--- src/rtl/fp_issue_ctrl.sv ---
// Issue/response controller sitting between a request source and a pipelined FPU.
// Tracks in-flight operations with credits and buffers results in an in-order response FIFO.
module fp_issue_ctrl #(
    parameter int NUM_OPERANDS = 3,
    parameter int WIDTH        = 64,
    parameter int TAG_WIDTH    = 4,
    parameter int DEPTH        = 4
) (
    input  logic                            clk_i,
    input  logic                            rst_ni,
    input  logic                            req_valid_i,
    output logic                            req_ready_o,
    input  logic [NUM_OPERANDS*WIDTH-1:0]   req_operands_i,
    input  logic [TAG_WIDTH-1:0]            req_tag_i,
    output logic                            fpu_in_valid_o,
    input  logic                            fpu_in_ready_i,
    output logic [NUM_OPERANDS*WIDTH-1:0]   fpu_operands_o,
    output logic [TAG_WIDTH-1:0]            fpu_tag_o,
    output logic                            fpu_flush_o,
    input  logic [WIDTH-1:0]                fpu_result_i,
    input  logic [4:0]                      fpu_status_i,
    input  logic [TAG_WIDTH-1:0]            fpu_tag_i,
    input  logic                            fpu_out_valid_i,
    output logic                            fpu_out_ready_o,
    input  logic                            fpu_busy_i,
    output logic                            rsp_valid_o,
    input  logic                            rsp_ready_i,
    output logic [WIDTH-1:0]                rsp_result_o,
    output logic [4:0]                      rsp_status_o,
    output logic [TAG_WIDTH-1:0]            rsp_tag_o,
    input  logic                            flush_i,
    output logic                            idle_o,
    output logic [$clog2(DEPTH):0]          credits_o
);

    localparam int AW = $clog2(DEPTH);
    localparam int CW = AW + 1;
    localparam int EW = WIDTH + 5 + TAG_WIDTH;
    localparam logic [CW-1:0] DEPTH_C = CW'(DEPTH);

    localparam logic [1:0] ST_IDLE   = 2'd0;
    localparam logic [1:0] ST_ACTIVE = 2'd1;
    localparam logic [1:0] ST_FLUSH  = 2'd2;

    logic [1:0]                    state_q, state_d;
    logic                          issueValid_q, issueValid_d;
    logic [NUM_OPERANDS*WIDTH-1:0] issueOps_q, issueOps_d;
    logic [TAG_WIDTH-1:0]          issueTag_q, issueTag_d;
    logic [CW-1:0]                 credits_q, credits_d;
    logic                          flushPulse_q, flushPulse_d;
    logic                          started_q;
    logic [AW:0]                   wrPtr_q, wrPtr_d;
    logic [AW:0]                   rdPtr_q, rdPtr_d;
    logic [EW-1:0]                 fifoMem_q [DEPTH];

    logic          runState;
    logic          issueFire;
    logic          reqAccept;
    logic          rspPush;
    logic          rspPop;
    logic          flushStart;
    logic [AW:0]   fifoCount;
    logic [EW-1:0] headEntry;

    assign runState   = (state_q == ST_IDLE) || (state_q == ST_ACTIVE);
    assign flushStart = flush_i && (state_q != ST_FLUSH);
    assign fifoCount  = wrPtr_q - rdPtr_q;
    assign headEntry  = fifoMem_q[rdPtr_q[AW-1:0]];

    // started_q keeps the request port closed while reset is held and for the first edge after it.
    assign fpu_in_valid_o = runState && issueValid_q && (credits_q < DEPTH_C);
    assign issueFire      = fpu_in_valid_o && fpu_in_ready_i;
    assign req_ready_o    = started_q && runState && (!issueValid_q || issueFire);
    assign reqAccept      = req_valid_i && req_ready_o;

    // A result is only accepted for an operation that holds a credit but has no FIFO entry yet,
    // so stray results after a reset or flush never become responses and the FIFO cannot overflow.
    assign fpu_out_ready_o = 1'b1;
    assign rspPush         = fpu_out_valid_i && runState && (credits_q > fifoCount);
    assign rsp_valid_o     = runState && (fifoCount != '0);
    assign rspPop          = rsp_valid_o && rsp_ready_i;

    assign rsp_result_o   = rsp_valid_o ? headEntry[EW-1 -: WIDTH] : '0;
    assign rsp_status_o   = rsp_valid_o ? headEntry[TAG_WIDTH +: 5] : '0;
    assign rsp_tag_o      = rsp_valid_o ? headEntry[TAG_WIDTH-1:0] : '0;
    assign fpu_operands_o = issueOps_q;
    assign fpu_tag_o      = issueTag_q;
    assign fpu_flush_o    = flushPulse_q;
    assign credits_o      = credits_q;
    assign idle_o         = (state_q == ST_IDLE);

    always_comb begin
        state_d      = state_q;
        issueValid_d = issueValid_q;
        issueOps_d   = issueOps_q;
        issueTag_d   = issueTag_q;
        credits_d    = credits_q + CW'(issueFire) - CW'(rspPop);
        wrPtr_d      = wrPtr_q + (AW+1)'(rspPush);
        rdPtr_d      = rdPtr_q + (AW+1)'(rspPop);
        flushPulse_d = flushStart;

        if (reqAccept) begin
            issueValid_d = 1'b1;
            issueOps_d   = req_operands_i;
            issueTag_d   = req_tag_i;
        end else if (issueFire) begin
            issueValid_d = 1'b0;
        end

        case (state_q)
            ST_IDLE: begin
                if (reqAccept) state_d = ST_ACTIVE;
            end
            ST_ACTIVE: begin
                if ((credits_q == '0) && !issueValid_q && !reqAccept) state_d = ST_IDLE;
            end
            ST_FLUSH: begin
                if (!fpu_busy_i) state_d = ST_IDLE;
            end
            default: state_d = ST_IDLE;
        endcase

        // Flush wins over everything else that happens in the same cycle.
        if (flushStart) begin
            state_d      = ST_FLUSH;
            issueValid_d = 1'b0;
            credits_d    = '0;
            wrPtr_d      = '0;
            rdPtr_d      = '0;
        end
    end

    always_ff @(posedge clk_i or negedge rst_ni) begin
        if (!rst_ni) begin
            state_q      <= ST_IDLE;
            issueValid_q <= 1'b0;
            issueOps_q   <= '0;
            issueTag_q   <= '0;
            credits_q    <= '0;
            flushPulse_q <= 1'b0;
            started_q    <= 1'b0;
            wrPtr_q      <= '0;
            rdPtr_q      <= '0;
        end else begin
            state_q      <= state_d;
            issueValid_q <= issueValid_d;
            issueOps_q   <= issueOps_d;
            issueTag_q   <= issueTag_d;
            credits_q    <= credits_d;
            flushPulse_q <= flushPulse_d;
            started_q    <= 1'b1;
            wrPtr_q      <= wrPtr_d;
            rdPtr_q      <= rdPtr_d;
        end
    end

    always_ff @(posedge clk_i) begin
        if (rspPush) fifoMem_q[wrPtr_q[AW-1:0]] <= {fpu_result_i, fpu_status_i, fpu_tag_i};
    end

endmodule

--- config.mk ---
export PLATFORM = sky130hd
export DESIGN_NAME = fp_issue_ctrl
export DESIGN_NICKNAME = d
export VERILOG_FILES = /design/src/rtl/fp_issue_ctrl.sv
export SDC_FILE = /design/constraint.sdc
export NUM_CORES = 1
export LEC_CHECK = 0
export CORE_AREA = 2 2 213 215
export CTS_BUF_LIST = sky130_fd_sc_hd__clkbuf_4
export CTS_CLUSTER_DIAMETER = 30
export DETAILED_ROUTE_END_ITERATION = 10
export DIE_AREA = 0 0 215 217
export PLACE_DENSITY = 0.71
export SYNTH_ARGS = -nofsm -noshare
export SYNTH_HDL_FRONTEND = slang
export SYNTH_SLANG_ARGS = --single-unit
--- constraint.sdc ---
create_clock -name clk_i -period 36.5 [get_ports clk_i]
set_clock_uncertainty 0.2 [all_clocks]
set_input_delay 7.3 -clock clk_i [delete_from_list [all_inputs] [get_ports clk_i]]
set_output_delay 7.3 -clock clk_i [all_outputs]
set_load 0.005 [all_outputs]
==> reports/results.ini <==
[yosys]
synth_cells = 957
synthTopCellsByArea = edfxtp_1, dfrtp_1, mux4_2
synthTopCellsByCount = edfxtp_1, dfrtp_1, mux2_1
synth_edf_count = 292
synth.ff_latch_count = 502
avgSynthCellArea_um2 = 20.0
synth.largest_area_cell = edfxtp_1
synth_area_mm2 = 0.0191
synth_top_cell_area_share_pct = 45.9
async_flop_share_pct = 41.8
synth_ff_type = edfxtp_1
post-synth-top-count-cell = edfxtp_1
yosysSeqAreaShare_pct = 73.4
ys_warn_count = 0
ys_types = 33

[sta]
fin_crit_ns = 16.11
worst_slew_pin_slew_ns = 1.31
final-hold-violation-count = 0
whs_ns = 0.282
setup_ws_ns = 20.39
setup_viol = 0
grt_setup_unrepaired = false
maxSlewViolCount = 0
post-route-period-util_pct = 44.1
relSlewSlack_pct = 12.3
tns_ns = 0
fmax_ghz = 0.0621

[global_route]
grt_pass1_wl_um = 78400
antenna_found_initial = 25
grt_usage_pct = 23.4
grt_pass1_vias = 12200
grt_max_degree = 174
gr-total-overflow = 0

[clocking]
cts_tree = done
clkLatencyLatePin_ns = 0.93
clock-sinks = 502
cts.root.buffer_cell = clkbuf_4
holdBufCountCts = 0
clk_pin_slew_ns = 0.05
cts_resized = 0
clock_path_buffers = 3
numCtsBuffers = 141
h-tree-depth = 4
cts_setup_buffers = 0

[power_and_ir_drop]
totalPowerFinal_mw = 2.07
power_density_mw_per_mm2 = 76.2
ir_drop_v = 0.0000526
p_leak_nw = 9.97

[floorplanning]
initial_core_util_pct = 42.7
rows = 78
die_area_mm2 = 0.0467
core_region_area_mm2 = 0.0447
fp.dieH_um = 217
boundaryPins = 555
die_x_um = 215

[setup_path]
max_stage_delay_ns = 0.51
start_kind = input pin
rr_worst_depth = 8
arrival_ns = 8.61
crit_chain = clkdlybuf4s50_1, nand2b_4, nand2_1, and3_1, clkdlybuf4s50_1
cp-end-kind = primary output
worstPathRequired_ns = 29.00
path_max_fanout = 5
crit_slowest_cell = clkdlybuf4s50_1
reg2reg_to = fifoMem_q[1][41]
path_common_cell = clkdlybuf4s50_1
timing.rr.start = rdPtr_q[0]
path_class = input pin to primary output
r2r_slack_ns = 31.90

[placed_design]
port_buffers = 553
dpl.hpwl_um = 38400
gp_congestion = 0.873
dpl.cell_count = 2078
dp_slack_ns = 20.39
dpl-instance-area_mm2 = 0.0253

[hold_path]
hp-class = flip-flop to flip-flop
whs_endpoint = fpu_operands_o[163]
worstHoldStart = fpu_operands_o[163]
whs_path_depth = 1

[layout]
final_util_pct = 60.7
num-nets-final = 1910
fin_cells = 2335
syn_to_final_growth_pct = 42.1
drive_above_1_share_pct = 21.9
finish.instance_area_mm2 = 0.0271
fill_cells = 3432

[flow_run]
max_cap_violations = 0

[route]
drtAntennaViolNets = 0
drt-wirelength-per-cell_um = 23.2
vias = 11600
viasPerCell = 4.98
drc = 0
drt_wl_total_um = 54200
firstDrtPassIters = 4
initialDrtViolationCount = 610

[outcome]
status = finished clean

==> metal layers <==
layer	global-route usage, %	share of wire [%]
met1	27.4	38
met2	37.8	50
met3	10.0	8.7
met4	10.6	2.8
met5	0	0.19
==> cells by family after synthesis <==
logic type                 count (synthesis)  share of synthesized area, %
AOI/OAI and AO/OA                         15                         0.642
buffers and inverters                     59                          1.61
and+or+nand+nor                           95                          3.04
xor gates and xnor gates                   4                         0.255
muxes                                    269                          20.2
adders and majority gates                 12                         0.865
DFF                                      502                          73.4
other                                      1                        0.0196
==> cell type report <==
| type | count | area, um^2 | area share, % |
|---|---|---|---|
| Antenna cell | 14 | 35.0 | 0.129 |
| Clock buffer | 203 | 1520 | 5.61 |
| Clock inverter | 40 | 294 | 1.08 |
| Inverter | 12 | 45.0 | 0.166 |
| Multi-Input combinational cell | 397 | 4810 | 17.7 |
| Sequential cell | 502 | 14000 | 51.7 |
| Tap cell | 600 | 751 | 2.77 |
| Timing Repair Buffer | 567 | 5660 | 20.8 |
==> how the worst max path moves through the flow <==
stage / startpoint / end / slack [ns] / cells after the start
after global placement: fpu_in_ready_i / req_ready_o / 20.37 / 5
after CTS: fpu_in_ready_i / req_ready_o / 20.38 / 5
after global routing: fpu_in_ready_i / req_ready_o / 20.32 / 5
after floorplan: fpu_out_valid_i / fifoMem_q[0][0] / 16.55 / 2
final: fpu_in_ready_i / req_ready_o / 20.39 / 5
after detailed placement: fpu_in_ready_i / req_ready_o / 20.39 / 5
==> flip-flops by register name (all words and copies together), names as in the netlist, 2 cells and up <==
register,count
credits_o,3
rdPtr_q,3
fifoMem_q,292
fpu_operands_o,192
wrPtr_q,3
fpu_tag_o,4
state_q,2
==> power by group <==
| group | internal (mW) | switching [mW] |
|---|---|---|
| clock | 0.284 | 0.235 |
| combinational | 0.443 | 0.288 |
| sequential | 0.746 | 0.0741 |
| total | 1.47 | 0.597 |
==> critical path, delay by kind of cell <==
family / cells / cell delay [ns]
buf+inv: 2 / 1.01
simple gates: 3 / 0.30
==> placed cells by master, fill, tap and decap left out, types with 3 or more instances in the layout <==
| master | count |
|---|---|
| diode_2 | 14 |
| clkdlybuf4s50_1 | 552 |
| nor2_1 | 6 |
| nor2b_1 | 74 |
| clkinv_2 | 5 |
| ha_1 | 10 |
| o21ai_0 | 3 |
| and2_1 | 6 |
| mux4_2 | 73 |
| edfxtp_1 | 292 |
| a2111oi_2 | 4 |
| mux2_2 | 56 |
| clkinvlp_4 | 6 |
| dfrtp_1 | 208 |
| buf_4 | 13 |
| bufinv_16 | 4 |
| clkbuf_4 | 203 |
| mux2_1 | 140 |
| clkinv_1 | 20 |
| inv_2 | 3 |
| inv_1 | 12 |
Note: power is estimated with default switching activity, not from simulation.
